$ cat config.mk
export PLATFORM = sky130hd
export DESIGN_NAME = apb_master_arbiter
export DESIGN_NICKNAME = d
export VERILOG_FILES = /design/src/rtl/apb_master_arbiter.sv
export SDC_FILE = /design/constraint.sdc
export NUM_CORES = 1
export LEC_CHECK = 0
export BUFFER_PORTS_ARGS = -buffer_cell sky130_fd_sc_hd__buf_2
export CORE_ASPECT_RATIO = 0.5
export CORE_MARGIN = 5
export CORE_UTILIZATION = 49
export CTS_CLUSTER_SIZE = 30
export DETAILED_ROUTE_END_ITERATION = 8
export GPL_TIMING_DRIVEN = 0
export PLACE_DENSITY = 0.85
export SYNTH_ARGS = -nofsm -noshare
export SYNTH_HDL_FRONTEND = slang
export SYNTH_SLANG_ARGS = --single-unit
$ cat constraint.sdc
create_clock -name clk_i -period 2.9 [get_ports clk_i]
set_input_delay 0.29 -clock clk_i [delete_from_list [all_inputs] [get_ports clk_i]]
set_output_delay 0.29 -clock clk_i [all_outputs]
set_load 0.01 [all_outputs]
$ cat src/rtl/apb_master_arbiter.sv
// apb_master_arbiter: two-requester round-robin arbiter driving a single APB master port,
// with wait-state absorption and an ACCESS-phase timeout. rev 1.0
`default_nettype none

module apb_master_arbiter #(
   parameter int          APB_ADDR_WIDTH = 32,
   parameter int          APB_DATA_WIDTH = 32,
   parameter int unsigned TIMEOUT_CYCLES = 255
) (
   input  logic                          clk_i,
   input  logic                          rst_ni,
   input  logic [1:0]                    req_i,
   input  logic [1:0]                    we_i,
   input  logic [2*APB_ADDR_WIDTH-1:0]   addr_i,
   input  logic [2*APB_DATA_WIDTH-1:0]   wdata_i,
   output logic [1:0]                    gnt_o,
   output logic [1:0]                    rvalid_o,
   output logic [APB_DATA_WIDTH-1:0]     rdata_o,
   output logic                          err_o,
   output logic [APB_ADDR_WIDTH-1:0]     paddr_o,
   output logic [APB_DATA_WIDTH-1:0]     pwdata_o,
   output logic                          pwrite_o,
   output logic                          psel_o,
   output logic                          penable_o,
   input  logic [APB_DATA_WIDTH-1:0]     prdata_i,
   input  logic                          pready_i,
   input  logic                          pslverr_i
);

   localparam logic [15:0] TIMEOUT_LIMIT = 16'(TIMEOUT_CYCLES);

   typedef enum logic [1:0] {
      IDLE   = 2'd0,
      SETUP  = 2'd1,
      ACCESS = 2'd2
   } state_t;

   state_t      state;
   logic        rr_ptr;
   logic        owner;
   logic [15:0] wait_cnt;

   logic                      winner;
   logic                      grant_now;
   logic                      timeout_hit;
   logic [APB_ADDR_WIDTH-1:0] sel_addr;
   logic [APB_DATA_WIDTH-1:0] sel_wdata;
   logic                      sel_we;

   always_comb begin
      winner = 1'b0;
      if (req_i[0] && req_i[1]) begin
         winner = rr_ptr;
      end else if (req_i[1]) begin
         winner = 1'b1;
      end
   end

   assign sel_addr  = winner ? addr_i[2*APB_ADDR_WIDTH-1:APB_ADDR_WIDTH] : addr_i[APB_ADDR_WIDTH-1:0];
   assign sel_wdata = winner ? wdata_i[2*APB_DATA_WIDTH-1:APB_DATA_WIDTH] : wdata_i[APB_DATA_WIDTH-1:0];
   assign sel_we    = winner ? we_i[1] : we_i[0];

   // Grant is combinational; gating with rst_ni keeps it low while reset is held.
   assign grant_now = (state == IDLE) && rst_ni && (|req_i);
   assign gnt_o     = grant_now ? {winner, ~winner} : 2'b00;

   // Abort on the cycle that would make the stall count reach the limit.
   assign timeout_hit = (TIMEOUT_LIMIT != 16'd0) && (wait_cnt == TIMEOUT_LIMIT - 16'd1);

   always_ff @(posedge clk_i or negedge rst_ni) begin
      if (!rst_ni) begin
         state     <= IDLE;
         rr_ptr    <= 1'b0;
         owner     <= 1'b0;
         wait_cnt  <= 16'd0;
         rvalid_o  <= 2'b00;
         rdata_o   <= '0;
         err_o     <= 1'b0;
         paddr_o   <= '0;
         pwdata_o  <= '0;
         pwrite_o  <= 1'b0;
         psel_o    <= 1'b0;
         penable_o <= 1'b0;
      end else begin
         rvalid_o <= 2'b00;
         case (state)
            IDLE: begin
               if (|req_i) begin
                  owner    <= winner;
                  paddr_o  <= sel_addr;
                  pwdata_o <= sel_wdata;
                  pwrite_o <= sel_we;
                  psel_o   <= 1'b1;
                  state    <= SETUP;
               end
            end
            SETUP: begin
               penable_o <= 1'b1;
               state     <= ACCESS;
            end
            ACCESS: begin
               if (pready_i || timeout_hit) begin
                  psel_o    <= 1'b0;
                  penable_o <= 1'b0;
                  rvalid_o  <= {owner, ~owner};
                  rr_ptr    <= ~owner;
                  wait_cnt  <= 16'd0;
                  state     <= IDLE;
                  if (pready_i) begin
                     rdata_o <= pwrite_o ? '0 : prdata_i;
                     err_o   <= pslverr_i;
                  end else begin
                     rdata_o <= '0;
                     err_o   <= 1'b1;
                  end
               end else begin
                  wait_cnt <= wait_cnt + 16'd1;
               end
            end
            default: state <= IDLE;
         endcase
      end
   end

endmodule

`default_nettype wire

# [Word-level counts from Yosys, hierarchy flattened]
# Index checks and enable logic that the tools add are counted.
[word_totals] register_bits=122 output_inout_bits=104
[classes] n_addsub=1 eq_ne=5 muxes=19 bitwise=2 reduce_logical=13
[op_table] cell="two-way mux 32 bit" n=4
[op_table] cell="adder 16 x 1 -> 16 bit, second input constant" n=1
[op_table] cell="equality test 16 x 8 -> 1 bit, second input constant" n=1
[op_table] cell="two-way mux 16 bit" n=1
[op_table] cell="two-way mux 2 bit" n=5
[op_table] cell="AND reduction 2 bit" n=4
[op_table] cell="two-way mux 1 bit" n=6
[op_table] cell="case mux 2 bit (3 select lines)" n=1
[op_table] cell="case mux 1 bit (2 select lines)" n=2
[op_table] cell="nonzero test 2 bit" n=2
[op_table] cell="logical AND 1 bit" n=3
[op_table] cell="AND reduction 3 bit" n=1
[op_table] cell="equality test 2 x 1 -> 1 bit, second input constant" n=1
[op_table] cell="equality test 2 bit, second input constant" n=1
[op_table] cell="logical NOT 2 bit" n=1
[op_table] cell="!= test 2 x 1 -> 1 bit, second input constant" n=1
[op_table] cell="!= test 2 bit, second input constant" n=1
[op_table] cell="NOT 1 bit" n=2
[op_table] cell="OR reduction 2 bit" n=1
[op_table] cell="logical OR 1 bit" n=1

# [Logic depth before layout (Yosys ltp)]
# Gate-level depths: netlist of the first run.
[depth] depth_word=4 depth_mapped=8 mapped_depth_nobuf=6

# [Least setup slack after synthesis of the first run]
# Ideal clock, no wire load.
[synth_path] path_type="flip-flop to flip-flop" from="register wait_cnt[0]" to="register err_o" setup_time_ns=0.121 arrival_time_ns=1.499 t_required_ns=2.779 slack_ns=1.280 path_stages_with_launch=8 path_buffers=1 synth_period_minus_slack_ns=1.620 path_cell_list="dfrtp_1 inv_1 ha_1 and4b_1 a41o_4 and2_1 buf_2 o22a_1"
[synth_between] elab_chain_len=3
[synth_lines] item="from (decl)" line_no="41" text="logic [15:0] wait_cnt;"
[synth_lines] item="from (signal assigned)" line_no="117" text="wait_cnt <= wait_cnt + 16'd1;"
[synth_lines] item="equality test 16 x 8 -> 1 bit" line_no="68" text="assign timeout_hit = (TIMEOUT_LIMIT != 16'd0) && (wait_cnt == TIMEOUT_LIMIT - 16'd1);"
[synth_lines] item="logical OR 1 bit" line_no="102" text="if (pready_i || timeout_hit) begin"
[synth_lines] item="AND reduction 2 bit (no source line)"
[synth_lines] item="to (signal assigned)" line_no="111" text="err_o <= pslverr_i;"
[synth_lines] item="to (decl)" line_no="19" text="output logic err_o,"
# Every way passes these cells.
# A chain may end at the register's enable or synchronous reset.

# [Worst setup path in the final report of the first run]
[layout_path] from="register state[0]" to="output gnt_o[0]"
[layout_between] elab_chain_len=4
[layout_lines] item="from (decl)" line_no="38" text="state_t state;"
[layout_lines] item="from (signal assigned)" line_no="72" text="state <= IDLE;"
[layout_lines] item="from (signal assigned)" line_no="94" text="state <= SETUP;"
[layout_lines] item="from (signal assigned)" line_no="99" text="state <= ACCESS;"
[layout_lines] item="logical NOT 2 bit" line_no="64" text="assign grant_now = (state == IDLE) && rst_ni && (|req_i);"
[layout_lines] item="logical AND 1 bit (2 in a row)" line_no="64"
[layout_lines] item="two-way mux 2 bit" line_no="65" text="assign gnt_o = grant_now ? {winner, ~winner} : 2'b00;"
[layout_lines] item="to (decl)" line_no="16" text="output logic [1:0] gnt_o,"
# Every way passes these cells.

==> results of run 1 <==
-- layout make-up --
| type | instances | area (sq um) | area share |
|---|---|---|---|
| clock inverter | 15 | 215 | 0.0284 |
| antenna | 1 | 2.50 | 0.000330 |
| timing repair buffer | 273 | 1400 | 0.185 |
| buffer | 33 | 181 | 0.0239 |
| sequential | 122 | 3050 | 0.403 |
| tap | 145 | 181 | 0.0239 |
| clock buffer | 17 | 425 | 0.0561 |
| multi-input combinational | 316 | 2100 | 0.277 |
| inverter | 7 | 26.3 | 0.00346 |
-- through the flow --
step,power (mW),TNS [ps],utilization,area (sq um),hold slack [ps]
after detailed placement,5.72,0,0.639,6930,160
final,7.98,0,0.699,7580,97.0
after CTS,8.02,0,0.699,7580,85.7
after floorplan,4.43,0,-,5360,-5.59
after global routing,8.49,0,0.699,7580,88.5
after global placement,5.59,-431,0.636,6900,415
-- critical path: stages, from the launching register on --
cell	delay, ps
dfrtp_1	380
buf_6	140
nor3_2	580
clkbuf_1	540
and3_1	240
buf_2	130
-- cells by family after synthesis --
kind of cell	after synthesis	share of synthesized area
muxes	66	0.124
buffers and inverters	40	0.0388
DFF	122	0.570
AOI/OAI and AO/OA	114	0.136
and+or+nand+nor	125	0.112
xor gates and xnor gates	9	0.0147
adders and majority gates	2	0.00467
-- routing by layer --
layer	share of wire	vias to the layer above	GRT usage
met2	0.52	182	0.426
met4	0.022	2	0.0796
met1	0.40	2337	0.301
li1	-	2292	-
met5	0.00044	-	0
met3	0.060	40	0.0559
-- where the power goes --
group	switching, mW	internal [mW]
clock	0.815	1.46
combinational	1.67	1.21
sequential	0.415	2.42
-- cell usage after synthesis, drive strengths merged (5+ instances only) --
cell type and n:
dfrtp 122, nor2 83, a21oi 69, mux2i 65, a22o 32, buf 25
nand4 9, clkbuf 8, inv 7, xor2 7, nand2 6, o21ai 6
nand3 5
-- sequential cells by signal, indices dropped and copies added, names as in the netlist --
register / count
penable_o: 1
pwrite_o: 1
state: 2
err_o: 1
rvalid_o: 2
owner: 1
rdata_o: 32
pwdata_o: 32
psel_o: 1
paddr_o: 32
wait_cnt: 16
rr_ptr: 1
-- worst min-delay path by stage --
stage | startpoint | end
after floorplan | rst_ni | err_o
after global placement | owner | rvalid_o[0]
after detailed placement | rst_ni | wait_cnt[8]
after CTS | prdata_i[13] | rdata_o[13]
after global routing | prdata_i[6] | rdata_o[6]
final | prdata_i[1] | rdata_o[1]
==> summary.txt, run 1 <==
Run status
  – Status: complete, no violations

Synthesis
  – Top cells by area, synth: dfrtp_1 (57%), mux2i_1 (12%), a21oi_1 (6.4%)
  – Post-synth EDFFs: 0
  – Top_reg_cell synth: dfrtp_1
  – Post-Synthesis Cells: between 400 and 500
  – Ys Warns: 0
  – Asr flop ratio synth: 1.00
  – Post-synth net total: 648
  – Sequential cell area fraction in the yosys report: 0.570
  – Synth Cell Area: roughly 0.0054 sq mm
  – Yosys cell types: 43
  – Synth top area share: 0.570
  – Yosys reg bits: roughly 120
  – Synth area leader: dfrtp_1
  – Syn Area/Cell: 11.2 sq um

Worst setup path
  – Worst setup startpoint: state[0]
  – Reg-to-Reg Start: state[0]
  – Worst r2r path cells: 5
  – Worst endpoint required time: roughly 2600 ps
  – Crit Path Class: reg2out
  – Setup crit end: gnt_o[0]
  – FF-to-FF End: paddr_o[14]
  – Worst setup EP type: output port
  – Worst R2R Setup Slack: 680 ps
  – CP Max Fanout: 10
  – Crit path DAT: roughly 2400 ps
  – CP Launch Type: flip-flop

Clocking
  – Hold Buf Count CTS: 1
  – Post_cts resized: 0
  – Bufs on Longest Clock Path: 2
  – Total CTS buffers: 17
  – Root Driver: clkbuf_16
  – Clock Sinks: ~120
  – H-Tree Depth: 4
  – Clk_lat worst skew: about 400 ps
  – CTS tree: built
  – Post-CTS Setup Bufs: 0
  – Clock Pin Slew Worst Setup and Hold Paths: around 60 ps

Layout
  – Layout Nets: between 900 and 1,000
  – Area Growth Syn to Fin: 41.5%
  – Commonest non-fill, non-tap cells in the layout: buf_2 (289), dfrtp_1 (122), nor2_1 (83)
  – Share of layout cells above drive strength 1: 0.432
  – Fill cells: around 800
  – Commonest non-fill, non-tap cell in the layout: buf_2
  – Fin cells: between 900 and 1,000

Placement
  – Hpwl dp: roughly 12,000 um
  – # port buffers: ~270
  – Pre-CTS setup slack: about 630 ps
  – Cell total after placement: between 800 and 900
  – Final Wtd Congestion: slightly below 0.9

Global routing
  – First-pass GRT wire length: 25,900 um
  – Largest net degree at the start of global routing: 102
  – Initial antenna violation count: 2
  – Grt ovf: 0
  – Vias in the first global route: ~5,200
  – GRT Total Usage: 0.245

Timing
  – Fin. Hold Viols: 0
  – Pins Over Slew Limit: 0
  – Worst slew margin: 0.546
  – FMAX: ~0.37 GHz
  – Worst-case clock skew: roughly 10 ps
  – Worst Max-Slew Pin Slew: between 600 and 700 ps
  – Tcrit/Tclk final: 0.930
  – Final Worst Setup Slack: about 200 ps
  – RSZ-0062 raised after global routing: no
  – Final Critical Period: 2700 ps
  – Final setup vio count: 0

Floorplanning
  – I/O pins: 272
  – Die W: around 160 um
  – Rows: 27
  – Initial core utilization: 0.494
  – Core Box Area: 0.0108 sq mm
  – Height of the chip: 84.0 um
  – DIE AREA: approximately 0.013 sq mm

Routing
  – Routed len/inst: between 15 and 20 um
  – Routed Antenna Nets: 0
  – DR pass1 iterations: 5
  – DR vias: a little under 5,000
  – DRC: 0
  – Total wire length: roughly 16,000 um
  – Vias/cell: between 5 and 6
  – DRT iter0 DRCs: around 240

Pwr
  – Power density over the cells: 1050 mW/mm^2
  – Maximum vdd drop: roughly 0.6 mV
  – Static Leak: between 4 and 5 nW

Hold path
  – Hold depth: 2
  – Hold Crit Class: in2reg

Flow run
  – # Max-Cap Violations: 0
No activity file was read; power rests on OpenSTA's default activity.
==> run 2, diff against run 1 <==
--- a/config.mk
+++ b/config.mk
@@ -7,7 +7,7 @@
 export LEC_CHECK = 0
 export BUFFER_PORTS_ARGS = -buffer_cell sky130_fd_sc_hd__buf_2
 export CORE_ASPECT_RATIO = 0.5
-export CORE_MARGIN = 5
+export CORE_MARGIN = 10
 export CORE_UTILIZATION = 49
 export CTS_CLUSTER_SIZE = 30
 export DETAILED_ROUTE_END_ITERATION = 8
==> constraint.sdc (replaced) <==
create_clock -name clk_i -period 2.9 [get_ports clk_i]
set_input_delay 0.435 -clock clk_i [delete_from_list [all_inputs] [get_ports clk_i]]
set_output_delay 0.435 -clock clk_i [all_outputs]
set_load 0.01 [all_outputs]
==> summary.txt, run 2 (synthesis results as in run 1) <==
Run status
  – Status: complete, no violations

Timing
  – Worst slew margin: 0.556 (+0.00988)
  – Setup TNS: 0 ps (unchanged)
  – Worst-case clock skew: 12.7 ps (+2.49 ps)
  – Fin. Hold Viols: 0 (unchanged)
  – Tcrit/Tclk final: 0.933 (+0.00328)
  – Final Critical Period: 2710 ps (+9.50 ps)
  – RSZ-0062 raised after global routing: no
  – Worst Max-Slew Pin Slew: 662 ps (-14.7 ps)
  – Pins Over Slew Limit: 0 (unchanged)
  – FMAX: 0.369 GHz (-0.35%)
  – WHS: 243 ps (+147 ps)
  – Final setup vio count: 0 (unchanged)

Floorplanning
  – Die W: 168 um (+6.3%)
  – Core Box Area: 0.0104 sq mm (-3.7%)
  – I/O pins: 272 (unchanged)
  – Rows: 26 (-3.7%)
  – Height of the chip: 94.0 um (+12%)
  – Initial core utilization: 0.513 (+0.0190)
  – DIE AREA: 0.0158 sq mm (+19%)

Clocking
  – Hold Buf Count CTS: 1 (unchanged)
  – Post_cts resized: 0 (unchanged)
  – CTS tree: built
  – Post-CTS Setup Bufs: 0 (unchanged)
  – Clock Pin Slew Worst Setup and Hold Paths: 60 ps (about the same)
  – Total CTS buffers: 17 (unchanged)
  – Clk_lat worst skew: 410 ps (about the same)
  – Root Driver: clkbuf_16
  – Bufs on Longest Clock Path: 2 (unchanged)
  – H-Tree Depth: 4 (unchanged)
  – Clock Sinks: 122 (unchanged)

Hold path
  – Hold depth: 2 (unchanged)
  – Hold Crit Class: in2reg

Global routing
  – Largest net degree at the start of global routing: 85 (-17%)
  – Initial antenna violation count: 1 (-1)
  – Grt ovf: 0 (unchanged)
  – Vias in the first global route: 5,409 (+3.7%)
  – First-pass GRT wire length: 27,600 um (+6.8%)
  – GRT Total Usage: 0.217 (-0.0283)

Layout
  – Share of layout cells above drive strength 1: 0.432 (unchanged)
  – Final Core Density: 0.730 (+0.0304)
  – Layout Nets: 940 (unchanged)
  – Largest registers: paddr_o: 32 flops, pwdata_o: 32 flops, rdata_o: 32 flops
  – Fill cells: 786 (-2.0%)
  – Multi-input gate area: 0.00210 sq mm (unchanged)
  – Commonest non-fill, non-tap cells in the layout: buf_2 (289), dfrtp_1 (122), nor2_1 (83)
  – Area Growth Syn to Fin: 42.2%
  – Design area: 0.00762 sq mm (+0.48%)
  – FF/Latch Area: 0.00305 sq mm (unchanged)
  – Commonest non-fill, non-tap cell in the layout: buf_2

Routing
  – Routed len/inst: 19.0 um (+11%)
  – Vias/cell: 5.20 (-0.41%)
  – Routed Antenna Nets: 0 (unchanged)
  – DRT iter0 DRCs: 278 (+14%)
  – DR pass1 iterations: 4 (-1)
  – DR vias: 4,807 (-0.95%)
  – Total wire length: 17,600 um (+10%)
  – DRC: 0 (unchanged)

Flow run
  – # Max-Cap Violations: 0 (unchanged)

Worst setup path
  – Worst endpoint required time: 2470 ps (-140 ps)
  – Crit Path Class: reg2out
  – Worst R2R Setup Slack: 830 ps (+150 ps)
  – CP Max Fanout: 10 (unchanged)
  – CP Launch Type: flip-flop
  – Worst r2r path cells: 5 (unchanged)
  – Crit path DAT: 2270 ps (-140 ps)
  – Worst setup EP type: output port

Pwr
  – Maximum vdd drop: 0.573 mV (-2.4%)
  – Power density over the cells: 1070 mW/mm^2 (+1.8%)
  – Static Leak: 4.03 nW (+0.30%)

Placement
  – # port buffers: 271 (unchanged)
  – Hpwl dp: 13,500 um (+13%)
  – Area of placed instances: 0.00692 sq mm (about the same)
  – Final Wtd Congestion: 0.856 (-1.7%)
run 2: cell count changes in the layout (fill, tap and decap cells not counted):
cell        delta
clkbuf_8       +1
inv_8          -1
inv_6          -3
bufinv_16      +2
clkinv_4       -1
clkinvlp_4     +2
run 2: area by class of cell:
type / count / share of cell area
clock buffers: 18 / 0.0576
multi-input cells: 316 / 0.275
inverters: 7 / 0.00345
clock inverters: 14 / 0.0320
well taps: 140 / 0.0230
flip-flops and latches: 122 / 0.401
plain buffers: 33 / 0.0238
repair buffers: 273 / 0.184
diodes: 1 / 0.000328
run 2: report_power, final:
part / switching, mW / leakage (nW) / internal (mW) / total (mW)
registers: 0.413 / 1.47 / 2.42 / 2.83
logic: 1.71 / 2.24 / 1.21 / 2.91
clock network: 0.779 / 0.327 / 1.64 / 2.42
total: 2.90 / 4.03 / 5.26 / 8.16
run 2: final timing paths:
kind                              from      endpoint
min reg2reg                      owner   rvalid_o[0]
max reg2reg                   state[1]   pwdata_o[9]
min                        prdata_i[0]    rdata_o[0]
max                           state[1]      gnt_o[0]
max in group asynchronous       rst_ni   rvalid_o[0]
min in group asynchronous       rst_ni  wait_cnt[10]
run 2: per-stage QoR:
stage | cells | setup WS [ps] | power, mW
6_report | 924 | 193 | 8.16
4_1_cts | 923 | 157 | 8.23
3_5_place_dp | 890 | 475 | 5.78
3_3_place_gp | 889 | -500 | 5.64
2_1_floorplan | 478 | 1020 | 4.43
5_1_grt | 924 | 46.7 | 8.64
run 2: worst max-delay path, stage by stage (launching register included):
cell,delay [ps]
dfrtp_1,350
buf_2,170
nor3_2,560
clkbuf_1,430
and3_1,220
buf_2,130
run 2: per-layer routing:
layer  global-route usage  vias to the layer above  share of wire
met1                0.233                     2329           0.38
li1                     -                     2285              -
met3               0.0689                       34          0.058
met5                    0                        -              0
met4               0.0829                        0          0.028
met2                0.394                      159           0.53
